===== config.mk =====
export PLATFORM = sky130hd
export DESIGN_NAME = adder_sub_pipe
export DESIGN_NICKNAME = d
export VERILOG_FILES = /design/src/rtl/adder_sub_pipe_pkg.sv /design/src/rtl/adder_sub_pipe_add_slice.sv /design/src/rtl/adder_sub_pipe.sv
export SDC_FILE = /design/constraint.sdc
export NUM_CORES = 1
export LEC_CHECK = 0
export ABC_AREA = 0
export CAP_MARGIN = 20
export CORE_UTILIZATION = 40
export DETAILED_ROUTE_END_ITERATION = 16
export SLEW_MARGIN = 10
export SYNTH_ARGS = -nofsm -noshare
export SYNTH_HDL_FRONTEND = slang
export SYNTH_SLANG_ARGS = --single-unit

===== constraint.sdc =====
create_clock -name clk -period 7 [get_ports clk]
set_clock_uncertainty 0.1 [all_clocks]
set_input_delay 2.1 -clock clk [delete_from_list [all_inputs] [get_ports clk]]
set_output_delay 2.1 -clock clk [all_outputs]
set_load 0.01 [all_outputs]

===== src/rtl/adder_sub_pipe_pkg.sv =====
// Shared definitions for the pipelined add/subtract unit: mode encoding and pipe depth.
package adder_sub_pipe_pkg;

  typedef enum logic {
    MODE_ADD = 1'b0,
    MODE_SUB = 1'b1
  } mode_e;

  // One pipeline stage resolves one slice of the carry chain.
  function automatic int stages_of(input int n, input int slice);
    return n / slice;
  endfunction

endpackage


===== src/rtl/adder_sub_pipe_add_slice.sv =====
// One slice of the carry chain: W-bit add with carry in/out and the carry into the MSB.
module adder_sub_pipe_add_slice #(
  parameter int W = 8
) (
  input  logic [W-1:0] a,
  input  logic [W-1:0] b,
  input  logic         ci,
  output logic [W-1:0] s,
  output logic         co,
  output logic         cm
);

  logic [W-1:0] low;

  // Split at the MSB so the carry into it is visible for signed overflow.
  assign low      = {1'b0, a[W-2:0]} + {1'b0, b[W-2:0]} + {{(W-1){1'b0}}, ci};
  assign cm       = low[W-1];
  assign s[W-2:0] = low[W-2:0];
  assign {co, s[W-1]} = {1'b0, a[W-1]} + {1'b0, b[W-1]} + {1'b0, cm};

endmodule


===== src/rtl/adder_sub_pipe.sv =====
// Pipelined add/subtract unit: one SLICE-bit carry slice per stage, valid/ready on both
// sides, status flags and optional signed saturation formed in the last stage.
module adder_sub_pipe
  import adder_sub_pipe_pkg::*;
#(
  parameter int N     = 32,
  parameter int SLICE = 8
) (
  input  logic         clk,
  input  logic         rst,
  input  logic         in_valid,
  output logic         in_ready,
  input  logic [N-1:0] a,
  input  logic [N-1:0] b,
  input  logic         cin,
  input  logic         cnt,
  input  logic         sat,
  output logic         out_valid,
  input  logic         out_ready,
  output logic [N-1:0] s,
  output logic         cout,
  output logic         ovf,
  output logic         zero,
  output logic         neg
);

  localparam int STAGES = stages_of(N, SLICE);
  localparam int LAST   = STAGES - 1;
  localparam logic [N-1:0] SAT_POS = {1'b0, {(N-1){1'b1}}};
  localparam logic [N-1:0] SAT_NEG = {1'b1, {(N-1){1'b0}}};

  if ((N % SLICE) != 0 || SLICE < 2) begin : g_bad_width
    $error("adder_sub_pipe: N must be a multiple of SLICE and SLICE must be at least 2");
  end

  // The whole pipe moves or holds as one; bubbles are kept in place.
  logic adv;
  assign adv      = ~out_valid | out_ready;
  assign in_ready = adv;

  genvar gi;
  for (gi = 0; gi < STAGES; gi++) begin : g_stage
    logic             v_i;
    logic             cnt_i;
    logic             sat_i;
    logic             c_i;
    logic [N-1:0]     a_i;
    logic [N-1:0]     b_i;
    logic [N-1:0]     r_i;
    logic [N-1:0]     r_o;
    logic [SLICE-1:0] b_eff;
    logic [SLICE-1:0] sum;
    logic             co;
    logic             cm;

    if (gi == 0) begin : g_src
      assign v_i   = in_valid;
      assign a_i   = a;
      assign b_i   = b;
      assign cnt_i = cnt;
      assign sat_i = sat;
      assign c_i   = cin;
      assign r_i   = '0;
    end else begin : g_src
      assign v_i   = g_stage[gi-1].g_reg.v_q;
      assign a_i   = g_stage[gi-1].g_reg.a_q;
      assign b_i   = g_stage[gi-1].g_reg.b_q;
      assign cnt_i = g_stage[gi-1].g_reg.cnt_q;
      assign sat_i = g_stage[gi-1].g_reg.sat_q;
      assign c_i   = g_stage[gi-1].g_reg.c_q;
      assign r_i   = g_stage[gi-1].g_reg.r_q;
    end

    assign b_eff = (mode_e'(cnt_i) == MODE_SUB) ? ~b_i[gi*SLICE +: SLICE]
                                                 :  b_i[gi*SLICE +: SLICE];

    adder_sub_pipe_add_slice #(
      .W (SLICE)
    ) u_slice (
      .a  (a_i[gi*SLICE +: SLICE]),
      .b  (b_eff),
      .ci (c_i),
      .s  (sum),
      .co (co),
      .cm (cm)
    );

    always_comb begin
      r_o                    = r_i;
      r_o[gi*SLICE +: SLICE] = sum;
    end

    if (gi < LAST) begin : g_reg
      logic         v_q;
      logic         cnt_q;
      logic         sat_q;
      logic         c_q;
      logic [N-1:0] a_q;
      logic [N-1:0] b_q;
      logic [N-1:0] r_q;

      always_ff @(posedge clk or negedge rst) begin
        if (!rst) begin
          v_q   <= 1'b0;
          cnt_q <= 1'b0;
          sat_q <= 1'b0;
          c_q   <= 1'b0;
          a_q   <= '0;
          b_q   <= '0;
          r_q   <= '0;
        end else if (adv) begin
          v_q   <= v_i;
          cnt_q <= cnt_i;
          sat_q <= sat_i;
          c_q   <= co;
          a_q   <= a_i;
          b_q   <= b_i;
          r_q   <= r_o;
        end
      end
    end
  end

  // With overflow both effective operands share A's sign, so A's MSB picks the clamp.
  logic         ovf_n;
  logic [N-1:0] s_n;

  assign ovf_n = g_stage[LAST].cm ^ g_stage[LAST].co;

  always_comb begin
    s_n = g_stage[LAST].r_o;
    if (ovf_n && g_stage[LAST].sat_i) begin
      s_n = g_stage[LAST].a_i[N-1] ? SAT_NEG : SAT_POS;
    end
  end

  always_ff @(posedge clk or negedge rst) begin
    if (!rst) begin
      out_valid <= 1'b0;
      s         <= '0;
      cout      <= 1'b0;
      ovf       <= 1'b0;
      zero      <= 1'b0;
      neg       <= 1'b0;
    end else if (adv) begin
      out_valid <= g_stage[LAST].v_i;
      s         <= s_n;
      cout      <= g_stage[LAST].co;
      ovf       <= ovf_n;
      zero      <= (s_n == '0);
      neg       <= s_n[N-1];
    end
  end

endmodule


==> impl_metrics.ini <==
[cts]
postCtsHoldBufs = 0
post_cts_buffers = 0
clk_pin_slew_ns = 0.06
clock_latency_ns = 0.43
cts_tree = yes
htreeDepth = 4
cts_buffers = 17
cts_resized = 0
cts.sinks = 192
cts_root_buf = clkbuf_16
cts_buffer_depth = 2

[min_path]
hold_path_class = flip-flop to flip-flop
min-delay-start = g_stage[0].g_reg.a_q[27]
whs_path_depth = 2
min_to = g_stage[0].g_reg.a_q[27]

[logic_synthesis]
synth_top_family_by_area = simple AND/OR/NAND/NOR gates
yosys.area_share.simple_pct = 23.0
yosysSeqAreaShare_pct = 54.7
synth_area_leaders = dfrtp_1 (55%), nand2_1 (19%), xor2_1 (3.9%), ha_1 (3.6%), fa_1 (2.7%)
synth_top_cell_by_area = dfrtp_1
synth_edf_count = 0
synth.distinct_cells = 40
syn_area_sq_um = 8790
ys.flop_type = dfrtp_1
yosys.area_share.xor_xnor_pct = 4.68
synth_mux_area_share_pct = 0.171
synth_seq_cells = 192
synth_top_cell_area_share_pct = 54.7
synth_fa_ha_area_share_pct = 6.29
async_flop_share_pct = 100
synthesis.nets = 1082
synth_compound_area_share_pct = 7.22
ys_warn_count = 0
netlist_instances = 974
avgSynthCellArea_sq_um = 9.02

[floorplanning]
start_util_pct = 41.3
die_x_um = 150
ios = 109
rows = 53
dieArea_sq_um = 22600
die_h_um = 150
core_area_sq_um = 21300

[critical_path]
r2r_slack_ns = 3.53
crit_top_cell = clkdlybuf4s50_1
r2r_cells = 10
critPathTopFamily = buffers and inverters
path_cells = clkdlybuf4s50_1 > nor2b_4 > inv_6 > clkdlybuf4s50_1
cp-start-kind = input port
critPathSlowestCell = clkdlybuf4s50_1
crit_type = input port to output pin
max_stage_delay_ns = 0.52
r2r_end = s[14]
critical_path_arrival_ns = 3.23
cp_max_fo = 2
rr_startpoint = g_stage[2].g_reg.cnt_q
cp-end-kind = output pin
cp.required_ns = 4.80
cp_num_buf_inv = 3

[routing]
vias = 6194
vias_per_cell = 4.60
dr.pass1.iters = 4
wl_per_cell_um = 12.8
drt_iter0_drc = 413
remaining_drc_errors = 0
ant_nets = 0
routed_wl_um = 17300

[placement]
place.gp.congestion = 0.772
dpl.hpwl_um = 11700
place_inst = 1314
port_buffers = 108

[sta]
fin_crit_ns = 5.43
rsz0062_at_grt = no
fin_crit_sh_pct = 77.5
setup_viol = 0
worstMarginPinSlew_ns = 0.993
timing.fmax_ghz = 0.184
finalHoldViolCount = 0
slew_headroom_pct = 33.8
tns_ns = 0
drv_slew = 0

[cells_and_area]
instances_no_fill = 1346
multiInputGateArea_sq_um = 3640
mostFrequentLayoutCell = nand2_1
nNetsFinal = 1166
utilization_pct = 50.0
drive_gt1_share_pct = 5.42
nFillCells = 2007
final_cell_mix = nand2_1 (450), dfrtp_1 (192), clkdlybuf4s50_1 (107)
area_delta_synth_final_pct = 21.0
seq_area_sq_um = 4800
num_antenna_cells = 0

[global_routing]
use_met1_pct = 25.8
met2_usage_pct = 23.4
grt_usage_pct = 16.6
grt_max_degree = 106
met3_usage_pct = 3.36
grt_overflow = 0
grt_first_pass_wirelength_um = 29500
grt_pass1_vias = 5840
antenna_found_initial = 0
busiest_layer = met1

[power]
power_density_nw_per_um2 = 509
power_mw = 5.41
peakVddDrop_mv = 0.218
p_leak_nw = 5.30

[run]
maxCapViolations = 0

[outcome]
status = completed
worst min-delay path: cells and delay by family, from the launching register on:
family,cells,cell delay [ns]
AND/OR/NAND/NOR,2,0.09
flip-flops,1,0.34
registers in the layout, indices dropped and copies added, names as in the netlist, 3 cells and up:
name and flops:
g_stage.g_reg.sat_q 3, g_stage.g_reg.a_q 48, g_stage.g_reg.r_q 48, g_stage.g_reg.c_q 3, s 32, g_stage.g_reg.b_q 48, g_stage.g_reg.cnt_q 3, g_stage.g_reg.v_q 3
through the flow:
| stage | hold slack [ns] | setup slack (ns) | area, sq um |
|---|---|---|---|
| final | 0.365 | 1.57 | 10600 |
| after global routing | 0.388 | 1.54 | 10600 |
| after CTS | 0.369 | 1.56 | 10600 |
| after detailed placement | 0.352 | 1.56 | 10000 |
| after global placement | 0.340 | 1.56 | 10000 |
| after floorplan | 0.330 | 1.92 | 8790 |
cells by family (layout without fill, tap and decap cells):
logic type,count (synthesis),after routing
AO/OA/AOI/OAI,101,101
adder cells (fa/ha/maj),37,37
AND/OR/NAND/NOR,521,521
multiplexers,1,1
XOR/XNOR,47,47
flip-flops,192,192
buffers and inverters,75,172
where the power goes:
| group | leakage, nW | internal [mW] | switching, mW | total (mW) |
|---|---|---|---|---|
| Sequential | 2.30 | 1.62 | 0.340 | 1.96 |
| Clock | 0.300 | 0.587 | 0.421 | 1.01 |
| Combinational | 2.70 | 1.09 | 1.35 | 2.45 |
cell usage after synthesis, drive strengths merged, types with 6 or more instances:
| cell type | n |
|---|---|
| fa | 12 |
| clkbuf | 35 |
| nor2 | 46 |
| buf | 14 |
| xor2 | 39 |
| o21ai | 23 |
| xnor2 | 8 |
| o31ai | 6 |
| inv | 26 |
| ha | 25 |
| nand2 | 450 |
| dfrtp | 192 |
| a21oi | 56 |
routing by layer:
metal / share of wire, % / up-vias
met5: 0 / -
met4: 0.91 / 0
met3: 3.0 / 12
met2: 42 / 95
met1: 55 / 2864
li1: - / 3223
layout make-up:
type                    count  area share (%)
clock buffers              21            4.33
clock inverters            11            1.45
inverters                  26           0.964
multi-input cells         707            34.2
flip-flops and latches    192            45.2
well taps                 275            3.23
repair buffers            114            10.6
worst max path at each step:
| stage | from | to | slack (ns) | depth (start not counted) |
|---|---|---|---|---|
| global route | out_ready | in_ready | 1.54 | 4 |
| CTS | out_ready | in_ready | 1.56 | 4 |
| detailed placement | out_ready | in_ready | 1.56 | 4 |
| global placement | out_ready | in_ready | 1.56 | 4 |
| floorplan | out_ready | in_ready | 1.92 | 4 |
| finish | out_ready | in_ready | 1.57 | 4 |
No activity file was read; power rests on OpenSTA's default activity.
